`src/rtl/mac_seq_ctrl.sv`:
```
// ---------------------------------------------------------------------------
// MacSeqCtrl -- sequenced signed multiply-accumulate controller
//
// Computes the dot product of a stream of signed operand pairs. A job is
// started from IDLE with a length; the controller then accepts that many
// a/b pairs over a valid/ready handshake, accumulates their products into
// f (wrapping modulo 2^AW), and presents the result with a sticky signed
// overflow flag until the consumer takes it.
//
// Parameters
//    DW : signed operand width
//    AW : signed accumulator / result width (AW >= 2*DW)
//    LW : vector-length field width
//
// Ports
//    clk       : single clock, all state changes on the rising edge
//    reset     : synchronous, active-high reset
//    start     : request a new job (only looked at in IDLE)
//    len       : number of operand pairs, captured together with start
//    busy      : high whenever the controller is not IDLE
//    in_valid  : a/b carry a valid operand pair
//    in_ready  : controller will take a pair this cycle (LOAD only)
//    a, b      : signed operands
//    out_valid : f/ovf hold a finished result (DONE only)
//    out_ready : consumer accepts the result
//    f         : accumulated sum of products
//    ovf       : sticky signed-overflow flag for the current job
// ---------------------------------------------------------------------------
module mac_seq_ctrl #(
   parameter int DW = 8,
   parameter int AW = 16,
   parameter int LW = 8
) (
   input  logic                 clk,
   input  logic                 reset,
   input  logic                 start,
   input  logic [LW-1:0]        len,
   output logic                 busy,
   input  logic                 in_valid,
   output logic                 in_ready,
   input  logic signed [DW-1:0] a,
   input  logic signed [DW-1:0] b,
   output logic                 out_valid,
   input  logic                 out_ready,
   output logic signed [AW-1:0] f,
   output logic                 ovf
);

   typedef enum logic [1:0] {
      IDLE  = 2'd0,
      LOAD  = 2'd1,
      DRAIN = 2'd2,
      DONE  = 2'd3
   } stateT;

   stateT state;
   stateT nextState;

   logic [LW-1:0]          remCount;
   logic signed [DW-1:0]   aReg;
   logic signed [DW-1:0]   bReg;
   logic                   pending;

   logic                   jobStart;
   logic                   transfer;

   logic signed [2*DW-1:0] product;
   logic signed [AW-1:0]   prodExt;
   logic signed [AW-1:0]   sumWrap;
   logic                   sumOvf;

   // State register. Reset always wins and drops any job in flight.
   always_ff @(posedge clk) begin
      if (reset) begin
         state <= IDLE;
      end else begin
         state <= nextState;
      end
   end

   // Next-state and handshake decode. The LOAD state owns the input
   // handshake and leaves for DRAIN on the transfer that consumes the last
   // remaining pair; DRAIN exists only so the final registered pair gets its
   // accumulate before the result is shown. All outputs are forced low while
   // reset is asserted so a consumer never sees a stale busy/valid during
   // the reset cycle, whatever state the register still holds.
   always_comb begin
      nextState = state;
      busy      = 1'b0;
      in_ready  = 1'b0;
      out_valid = 1'b0;
      jobStart  = 1'b0;

      case (state)
         IDLE: begin
            if (start) begin
               jobStart = 1'b1;
               if (len == '0) begin
                  nextState = DONE;
               end else begin
                  nextState = LOAD;
               end
            end
         end
         LOAD: begin
            busy     = 1'b1;
            in_ready = 1'b1;
            if (in_valid && (remCount == LW'(1))) begin
               nextState = DRAIN;
            end
         end
         DRAIN: begin
            busy      = 1'b1;
            nextState = DONE;
         end
         DONE: begin
            busy      = 1'b1;
            out_valid = 1'b1;
            if (out_ready) begin
               nextState = IDLE;
            end
         end
         default: begin
            nextState = IDLE;
         end
      endcase

      if (reset) begin
         busy      = 1'b0;
         in_ready  = 1'b0;
         out_valid = 1'b0;
         jobStart  = 1'b0;
      end
   end

   // A transfer needs both sides of the handshake; since in_ready is only
   // high in LOAD, a/b/in_valid cannot disturb anything in other states.
   assign transfer = in_valid && in_ready;

   // Product is formed at full 2*DW precision, sign-extended to the
   // accumulator width and added with natural wraparound. Overflow is the
   // classic signed test: both addends share a sign and the wrapped sum
   // does not.
   always_comb begin
      product = (2*DW)'(aReg) * (2*DW)'(bReg);
      prodExt = AW'(product);
      sumWrap = f + prodExt;
      sumOvf  = (f[AW-1] == prodExt[AW-1]) && (sumWrap[AW-1] != f[AW-1]);
   end

   // Datapath. Operands are registered on a transfer and accumulated on the
   // following edge, which lets one pair be accepted per cycle while the
   // previous one is being added. The pending flag is simply reloaded with
   // "was there a transfer this edge", so a gap in in_valid clears it and
   // the old operand registers are never accumulated twice. Starting a job
   // clears the result and the sticky flag; f and ovf otherwise hold their
   // value through DONE and back into IDLE until the next start.
   always_ff @(posedge clk) begin
      if (reset) begin
         remCount <= '0;
         aReg     <= '0;
         bReg     <= '0;
         pending  <= 1'b0;
         f        <= '0;
         ovf      <= 1'b0;
      end else if (jobStart) begin
         remCount <= len;
         pending  <= 1'b0;
         f        <= '0;
         ovf      <= 1'b0;
      end else begin
         if (pending) begin
            f <= sumWrap;
            if (sumOvf) begin
               ovf <= 1'b1;
            end
         end
         if (transfer) begin
            aReg     <= a;
            bReg     <= b;
            remCount <= remCount - LW'(1);
         end
         pending <= transfer;
      end
   end

endmodule

```
`config.mk`:
```
export PLATFORM = sky130hd
export DESIGN_NAME = mac_seq_ctrl
export DESIGN_NICKNAME = d
export VERILOG_FILES = /design/src/rtl/mac_seq_ctrl.sv
export SDC_FILE = /design/constraint.sdc
export NUM_CORES = 1
export LEC_CHECK = 0
export ABC_AREA = 1
export BUFFER_PORTS_ARGS = -buffer_cell sky130_fd_sc_hd__buf_4
export CAP_MARGIN = 20
export CORE_MARGIN = 2
export CORE_UTILIZATION = 59
export CTS_CLUSTER_DIAMETER = 60
export DETAILED_ROUTE_END_ITERATION = 10
export GPL_TIMING_DRIVEN = 0
export PLACE_DENSITY_LB_ADDON = 0.3
export SETUP_SLACK_MARGIN = 0.15
export SYNTH_ARGS = -nofsm -noshare
export SYNTH_HDL_FRONTEND = slang
export SYNTH_SLANG_ARGS = --single-unit
```
`constraint.sdc`:
```
create_clock -name clk -period 13.1 [get_ports clk]
set_input_delay 2.62 -clock clk [delete_from_list [all_inputs] [get_ports clk]]
set_output_delay 2.62 -clock clk [all_outputs]
set_load 0.1 [all_outputs]
```
Word level (Yosys, flattened, before mapping)
Cells that the tools add are included.
{"block": "word_totals", "ff_bits": 44, "out_inout_bits": 20, "wordCells": 47}
{"block": "classes", "n_addsub": 2, "n_mul": 1, "eq_ne": 9, "n_mux": 16, "bitwise": 1, "reduce_logical": 11}
{"op": "adder 16 bit", "n": 1}
{"op": "multiplier 8 x 8 -> 16 bit", "n": 1}
{"op": "two-way mux 8 bit", "n": 2}
{"op": "two-way mux 1 bit", "n": 9}
{"op": "equality test 8 x 1 -> 1 bit (second input constant)", "n": 1}
{"op": "zero test 8 bit", "n": 1}
{"op": "two-way mux 2 bit", "n": 4}
{"op": "one-hot mux 2 bit (4 select lines)", "n": 1}
{"op": "subtractor 8 x 1 -> 8 bit (second input constant)", "n": 1}
{"op": "!= test 2 bit (second input constant)", "n": 3}
{"op": "equality test 2 bit (second input constant)", "n": 2}
{"op": "AND reduction 2 bit", "n": 2}
{"op": "logical AND 1 bit", "n": 3}
{"op": "AND reduction 3 bit", "n": 1}
{"op": "OR reduction 3 bit", "n": 1}
{"op": "equality test 2 x 1 -> 1 bit (second input constant)", "n": 1}
{"op": "zero test 2 bit", "n": 1}
{"op": "nonzero test 2 bit", "n": 1}
{"op": "OR reduction 2 bit", "n": 1}
{"op": "equality test 1 bit", "n": 1}
{"op": "!= test 1 bit", "n": 1}
{"op": "inverter 1 bit", "n": 1}

Logic depth before layout (Yosys ltp)
Gate-level depths: netlist of run 1.
{"block": "logic_depth", "word_depth": 6, "ltp_mapped": 34, "depth_no_buf": 33}

Worst setup path before layout of run 1
Ideal clock, no wire load.
{"block": "synth_path", "path_kind": "input to output", "from": "input reset", "to": "output out_valid", "arrival_ns": 4.011, "t_required_ns": 10.480, "slack_ns": 6.469, "stages": 2, "path_buffers": 1, "cell_sequence": "buf_6 > nor2_1"}
{"block": "synth_between", "elab_chain_len": 1}
{"element": "start, declared", "line": "35", "rtl": "input logic reset,"}
{"element": "two-way mux 1 bit", "line": "128", "rtl": "if (reset) begin"}
{"element": "end, declared", "line": "43", "rtl": "output logic out_valid,"}
No other way between the ends.

Worst setup path in the final report of run 1
{"block": "layout_path", "from": "register bReg[2]", "to": "register f[15]"}
{"block": "layout_between", "elab_chain_len": 2}
{"element": "start, declared", "line": "61", "rtl": "logic signed [DW-1:0] bReg;"}
{"element": "start signal, assigned", "line": "162", "rtl": "bReg <= '0;"}
{"element": "start signal, assigned", "line": "180", "rtl": "bReg <= b;"}
{"element": "multiplier 8 x 8 -> 16 bit", "line": "145", "rtl": "product = (2*DW)'(aReg) * (2*DW)'(bReg);"}
{"element": "adder 16 bit", "line": "147", "rtl": "sumWrap = f + prodExt;"}
{"element": "end signal, assigned", "line": "173", "rtl": "f <= sumWrap;"}
{"element": "end, declared", "line": "45", "rtl": "output logic signed [AW-1:0] f,"}
No other way between the ends.
A chain may end at the register's enable or synchronous reset.

==> load_flow_metrics.sql, run 1 <==
INSERT INTO impl_metrics (metric_group, metric, value, unit) VALUES
('setup_path', 'worst_ep_required_time', '13.30', 'ns'),
('drt', 'dr.pass1.iters', '5', ''),
('global_route', 'grt.total_usage', '26.4', '%'),
('clock_tree', 'skew_pair_late_insertion_delay', '0.30', 'ns'),
('setup_path', 'worst_ep_arrival_time', '6.08', 'ns'),
('synth', 'synth_warnings', '0', ''),
('timing', 'achievable-frequency', '170', 'MHz'),
('pwr', 'leakagePower', '0.00365', 'uW'),
('setup_path', 'critical_setup_path_kind', 'register to register', ''),
('die', 'core-area', '9150', 'um^2'),
('drt', 'route.vias.total', '4856', ''),
('clock_tree', 'clock_sink_count', '44', ''),
('clock_tree', 'cts_htree_levels', '2', ''),
('setup_path', 'r2r_start', 'bReg[2]$_SDFFE_PP0P_', ''),
('global_route', 'grt_pass1_vias', '5064', ''),
('synth', 'synth_cells', '789', ''),
('drt', 'postRouteAntennaNets', '0', ''),
('timing', 'maxSlewHeadroom', '65.8', '%'),
('job', 'cap_viol_max_count', '0', ''),
('outcome', 'run_status', 'completed', ''),
('timing', 'unrepaired_setup_endpoints_after_global_routing', 'no', ''),
('cells_and_area', 'finalNetCount', '979', ''),
('worst_hold_path', 'worst_hold_path_type', 'register to register', ''),
('drt', 'avg_wl_per_cell', '12.5', 'um'),
('timing', 'tightest_slew', '0.514', 'ns'),
('die', 'height_of_the_chip', '101', 'um'),
('setup_path', 'max_stage_delay', '0.67', 'ns'),
('place', 'routabilityCongestion', '0.918', ''),
('cells_and_area', 'n_antenna_cell', '0', ''),
('synth', 'postSynthRegisterBits', '44', ''),
('drt', 'postRouteWirelength', '11.9', 'mm'),
('cells_and_area', 'final_core_util', '66.4', '%'),
('die', 'fp-row-count', '35', ''),
('synth', 'async_flop_share', '0', '%'),
('cells_and_area', 'fin_area', '6080', 'um^2'),
('timing', 'clock_skew', '0.00878', 'ns'),
('timing', 'final_worst_path_period_share', '44.9', '%'),
('synth', 'synth_ff_type', 'sky130_fd_sc_hd__dfxtp_1', ''),
('drt', 'route.detailed.drc', '0', ''),
('setup_path', 'endpoint_kind', 'register', ''),
('synth', 'syn_nets', '925', ''),
('die', 'initial_utilization', '60.2', '%'),
('cells_and_area', 'finish.cell_count_without_fillers', '954', ''),
('setup_path', 'critical_path_slowest_stage_cell', 'sky130_fd_sc_hd__fa_1', ''),
('timing', 'post-route-min-period', '5.88', 'ns'),
('timing', 'drv_slew', '0', ''),
('global_route', 'grt_pass1_wl', '21.8', 'mm'),
('place', 'place.port_buffers', '47', ''),
('synth', 'number_of_synthesized_flops_with_an_enable_pin', '0', ''),
('worst_hold_path', 'hp-start', 'ovf$_SDFFE_PP0P_', ''),
('pwr', 'peakVddDrop', '0.120', 'mV'),
('die', 'die_width', '101', 'um'),
('clock_tree', 'clkTransAtPathRegs', '0.09', 'ns'),
('timing', 'report.final.hold_viol_count', '0', ''),
('synth', 'synth_largest_area_cell', 'sky130_fd_sc_hd__fa_1', ''),
('synth', 'largest_cells_by_area_after_synthesis', 'sky130_fd_sc_hd__fa_1 (20%), sky130_fd_sc_hd__dfxtp_1 (16%), sky130_fd_sc_hd__inv_1 (13%)', ''),
('pwr', 'pwr_density_cell', '70.7', 'nW/um^2'),
('timing', 'report.final.setup_viol', '0', ''),
('setup_path', 'timing.critical_path.fanout_max', '9', ''),
('setup_path', 'crit_path_start_kind', 'register', ''),
('drt', 'detail_route.vias_per_cell', '5.09', ''),
('global_route', 'initial_antenna_violation_count', '0', ''),
('clock_tree', 'clock-root-buffer', 'sky130_fd_sc_hd__clkbuf_8', ''),
('global_route', 'maximum_number_of_pins_on_one_net_before_global_route_repair', '14', ''),
('cells_and_area', 'area_growth', '10.4', '%'),
('clock_tree', 'cts_made_buffers', '5', ''),
('place', 'dpl_cell_area', '6000', 'um^2'),
('cells_and_area', 'layout.cells.most_common_list', 'sky130_fd_sc_hd__inv_1 (190), sky130_fd_sc_hd__nand2_1 (161), sky130_fd_sc_hd__nor2_1 (80), sky130_fd_sc_hd__fa_1 (56), sky130_fd_sc_hd__ha_1 (51)', ''),
('timing', 'setup_tns', '0', 'ns'),
('place', 'count_of_placed_standard_cells_including_taps', '947', ''),
('clock_tree', 'clock_tree.buffer_depth', '2', '');
power breakdown:
group          internal (uW)  switching, uW  total, uW
sequential               147           11.7        159
clock                   36.2           49.8       86.0
combinational           60.0            125        185
logic make-up after synthesis:
family,synth area share (%)
buffers and inverters,15.7
AOI/OAI and AO/OA,9.34
adders and majority gates,32.0
xor gates and xnor gates,3.82
and+or+nand+nor,23.2
DFF,16.0
sequential cells by signal, indices dropped and copies added (netlist names):
register  cells
pending       1
aReg          8
f            16
bReg          8
remCount      8
state         2
ovf           1
worst max-delay path: cells and delay by family (launching register included):
| family | cells | cell delay [ns] |
|---|---|---|
| compound gates | 3 | 0.35 |
| xor+xnor | 1 | 0.13 |
| fa+ha+maj | 6 | 2.88 |
| buf+inv | 6 | 0.63 |
| flops | 1 | 0.32 |
| simple gates | 11 | 1.46 |
metrics by stage:
stage	setup WS, ns	hold slack, ns	total power, uW
after detailed placement	7.26	0.460	346
after global placement	7.33	0.459	337
final	7.22	0.467	430
after global routing	6.68	0.496	460
after floorplan	6.47	0.465	300
after CTS	7.23	0.478	433
Yosys cell counts (2+ instances only):
cell	count
sky130_fd_sc_hd__a21o_1	3
sky130_fd_sc_hd__a21oi_1	25
sky130_fd_sc_hd__a21oi_2	5
sky130_fd_sc_hd__a31oi_1	6
sky130_fd_sc_hd__buf_2	2
sky130_fd_sc_hd__buf_6	2
sky130_fd_sc_hd__clkbuf_1	20
sky130_fd_sc_hd__dfxtp_1	44
sky130_fd_sc_hd__fa_1	56
sky130_fd_sc_hd__ha_1	51
sky130_fd_sc_hd__inv_1	190
sky130_fd_sc_hd__inv_2	10
sky130_fd_sc_hd__nand2_1	161
sky130_fd_sc_hd__nand2_2	5
sky130_fd_sc_hd__nand2_4	2
sky130_fd_sc_hd__nand3_1	29
sky130_fd_sc_hd__nand3_2	4
sky130_fd_sc_hd__nand4_1	2
sky130_fd_sc_hd__nor2_1	80
sky130_fd_sc_hd__nor2_4	3
sky130_fd_sc_hd__nor3_1	2
sky130_fd_sc_hd__nor4_1	2
sky130_fd_sc_hd__o211ai_1	3
sky130_fd_sc_hd__o21ai_0	33
sky130_fd_sc_hd__o21ai_1	8
sky130_fd_sc_hd__or2_1	2
sky130_fd_sc_hd__or2_2	3
sky130_fd_sc_hd__xnor2_1	9
sky130_fd_sc_hd__xor2_1	15
final cells by class:
cell class                      count  area [um^2]  share of cell area [%]
Sequential cell                    44          881                    14.5
Clock inverter                      2         12.5                   0.206
Multi-Input combinational cell    520         3760                    61.8
Inverter                          200          751                    12.4
Clock buffer                        5         68.8                    1.13
Tap cell                          111          139                    2.28
Timing Repair Buffer               47          353                    5.80
Buffer                             25          115                    1.89
routing by layer:
layer  GRT usage (%)  routed length (um)  part of all wire [%]
met2            48.3                5950                    50
met3            2.84                 461                   3.9
met5               0                   0                     0
met4            6.01                 128                   1.1
met1            33.4                5370                    45
path summary, 6_finish.rpt:
check	endpoint	slack, ns	cells past startpoint
worst min-delay path	ovf$_SDFFE_PP0P_	0.47	2
worst min register to register	ovf$_SDFFE_PP0P_	0.47	2
worst max-delay path	f[15]$_SDFFE_PP0P_	7.22	27
worst max register to register	f[15]$_SDFFE_PP0P_	7.22	27
Power figures use the tool's default switching activity.
==> run 2, diff against run 1 <==
clock period = 5.6 ns   (was 13.1 ns; I/O delays follow)
==> run 2 against run 1 <==
Against the previous run: combinational power grew to 2.5 times the previous value; global-route usage is 0.070 points higher; cell area is 7.1% higher; register-to-register slack worse by 6.9 ns; clock-buffer cell count stayed put; critical endpoint unchanged; largest power group unchanged.
==> load_flow_metrics.sql, run 2 (synthesis gave the netlist of run 1 again) <==
INSERT INTO impl_metrics (metric_group, metric, value, unit) VALUES
('clock_tree', 'cts_htree_levels', '2', ''),
('drt', 'dr.pass1.iters', '5', ''),
('clock_tree', 'cts_made_buffers', '5', ''),
('setup_path', 'worst_path_most_repeated_cell', 'sky130_fd_sc_hd__inv_2', ''),
('global_route', 'initial_antenna_violation_count', '0', ''),
('drt', 'drt_first_iter_violations', '227', ''),
('cells_and_area', 'area_growth', '18.2', '%'),
('drt', 'postRouteWirelength', '13.1', 'mm'),
('pwr', 'power.total', '1050', 'uW'),
('cells_and_area', 'final_common_cell', 'sky130_fd_sc_hd__inv_1', ''),
('die', 'initial_utilization', '60.2', '%'),
('timing', 'report.final.hold_viol_count', '0', ''),
('setup_path', 'endpoint_kind', 'register', ''),
('timing', 'unrepaired_setup_endpoints_after_global_routing', 'yes', ''),
('cells_and_area', 'registers.top_by_ff_count', 'f', ''),
('outcome', 'run_status', 'completed', ''),
('die', 'height_of_the_chip', '101', 'um'),
('pwr', 'peakVddDrop', '0.281', 'mV'),
('worst_hold_path', 'worst_hold_path_type', 'register to register', ''),
('job', 'cap_viol_max_count', '0', ''),
('setup_path', 'critical_path_slowest_stage_cell', 'sky130_fd_sc_hd__fa_1', ''),
('timing', 'timing.final.ws_setup', '0.350', 'ns'),
('setup_path', 'max_stage_delay', '0.55', 'ns'),
('drt', 'route.vias.total', '5045', ''),
('clock_tree', 'skew_pair_late_insertion_delay', '0.31', 'ns'),
('die', 'core-area', '9150', 'um^2'),
('cells_and_area', 'largest_register_ffs', '16', ''),
('pwr', 'leakagePower', '0.00386', 'uW'),
('die', 'number_of_primary_i_o_pins', '49', ''),
('timing', 'maxSlewHeadroom', '65.1', '%'),
('place', 'routabilityCongestion', '0.918', ''),
('setup_path', 'critical_setup_path_kind', 'register to register', ''),
('cells_and_area', 'finalNetCount', '992', ''),
('global_route', 'grt.total_usage', '26.5', '%'),
('die', 'fp-row-count', '35', ''),
('place', 'place.port_buffers', '47', ''),
('drt', 'postRouteAntennaNets', '0', ''),
('timing', 'clock_skew', '0.00813', 'ns'),
('drt', 'detail_route.vias_per_cell', '5.22', ''),
('clock_tree', 'clock_sink_count', '44', ''),
('setup_path', 'worst_ep_required_time', '5.81', 'ns'),
('setup_path', 'crit_path_start_kind', 'register', ''),
('global_route', 'grt_pass1_wl', '21.9', 'mm'),
('die', 'die_width', '101', 'um'),
('cells_and_area', 'n_antenna_cell', '0', ''),
('clock_tree', 'clkTransAtPathRegs', '0.09', 'ns'),
('cells_and_area', 'final_core_util', '71.1', '%'),
('pwr', 'pwr_density_cell', '161', 'nW/um^2'),
('timing', 'drv_slew', '0', ''),
('clock_tree', 'clock_tree.buffer_depth', '2', ''),
('timing', 'achievable-frequency', '190', 'MHz'),
('timing', 'tightest_slew', '0.524', 'ns'),
('setup_path', 'worst_ep_arrival_time', '5.46', 'ns'),
('clock_tree', 'clock-root-buffer', 'sky130_fd_sc_hd__clkbuf_8', ''),
('drt', 'route.detailed.drc', '0', ''),
('cells_and_area', 'layout-drive-gt1-share', '20.1', '%'),
('cells_and_area', 'finish.cell_count_without_fillers', '967', ''),
('setup_path', 'timing.critical_path.fanout_max', '8', ''),
('cells_and_area', 'layout.cells.most_common_list', 'sky130_fd_sc_hd__inv_1 (175), sky130_fd_sc_hd__nand2_1 (154), sky130_fd_sc_hd__nor2_1 (80), sky130_fd_sc_hd__buf_4 (60), sky130_fd_sc_hd__fa_1 (54)', ''),
('timing', 'report.final.setup_viol', '0', ''),
('global_route', 'maximum_number_of_pins_on_one_net_before_global_route_repair', '14', ''),
('place', 'place_hpwl', '9.95', 'mm'),
('place', 'preCtsSetupSlack', '-0.243', 'ns'),
('clock_tree', 'tritoncts', 'yes', ''),
('place', 'count_of_placed_standard_cells_including_taps', '947', ''),
('timing', 'final_worst_path_period_share', '93.8', '%'),
('global_route', 'grt_pass1_vias', '5074', ''),
('global_route', 'grt-ovfl-total', '0', ''),
('drt', 'avg_wl_per_cell', '13.5', 'um'),
('timing', 'post-route-min-period', '5.25', 'ns'),
('die', 'floorplan.die_area', '10100', 'um^2');
[run 2: per-layer routing]
| layer | track usage, % | vias to the layer above | part of all wire [%] |
|---|---|---|---|
| met3 | 2.91 | 19 | 4.9 |
| li1 | - | 2489 | - |
| met4 | 6.11 | 0 | 1.6 |
| met5 | 0 | - | 0 |
| met1 | 33.3 | 2392 | 42 |
| met2 | 48.6 | 145 | 51 |
[run 2: repair_timing]
action | in CTS | in global routing
resized for setup | 21 | 112
hold buffers | 0 | 0
cloned | 0 | 2
pin swaps | 3 | 34
endpoints found under the setup margin | 4 | 4
setup buffers | 0 | 11
[run 2: worst paths after layout]
path | startpoint | end | slack [ns] | cells after the start
hold reg to reg | ovf$_SDFFE_PP0P_ | ovf$_SDFFE_PP0P_ | 0.46 | 2
setup reg to reg | aReg[5]$_SDFFE_PP0P_ | f[15]$_SDFFE_PP0P_ | 0.35 | 29
setup / recovery | aReg[5]$_SDFFE_PP0P_ | f[15]$_SDFFE_PP0P_ | 0.35 | 29
hold / removal | ovf$_SDFFE_PP0P_ | ovf$_SDFFE_PP0P_ | 0.46 | 2
[run 2: power breakdown]
group / switching, uW / internal (uW)
Sequential: 29.2 / 345
Combinational: 303 / 164
Clock: 121 / 84.9
Total: 454 / 594
[run 2: cell type report]
cell class                 instances  area, um^2
sequential                        44         888
fill                             739        2650
inverter                         200         751
tap                              111         139
clock inverter                     2        12.5
timing repair buffer              60         448
clock buffer                       5        68.8
buffer                            25         224
multi-input combinational        520        3980
[run 2: stage by stage]
step                      hold slack [ns]  setup TNS, ns  cell area [um^2]
after global placement              0.459        -0.0195              6000
final                               0.460              0              6510
after floorplan                     0.465              0              5510
after detailed placement            0.460         -0.535              6000
after CTS                           0.478              0              6140
after global routing                0.495              0              6510
[run 2: worst max-delay path, delay by kind of cell, from the launching register on]
family                     cells  cell delay, ns
adders and majority gates      6            2.66
and+or+nand+nor               11            1.30
buffers and inverters          8            0.44
DFF                            1            0.32
AOI/OAI and AO/OA              3            0.31
xor gates and xnor gates       1            0.13
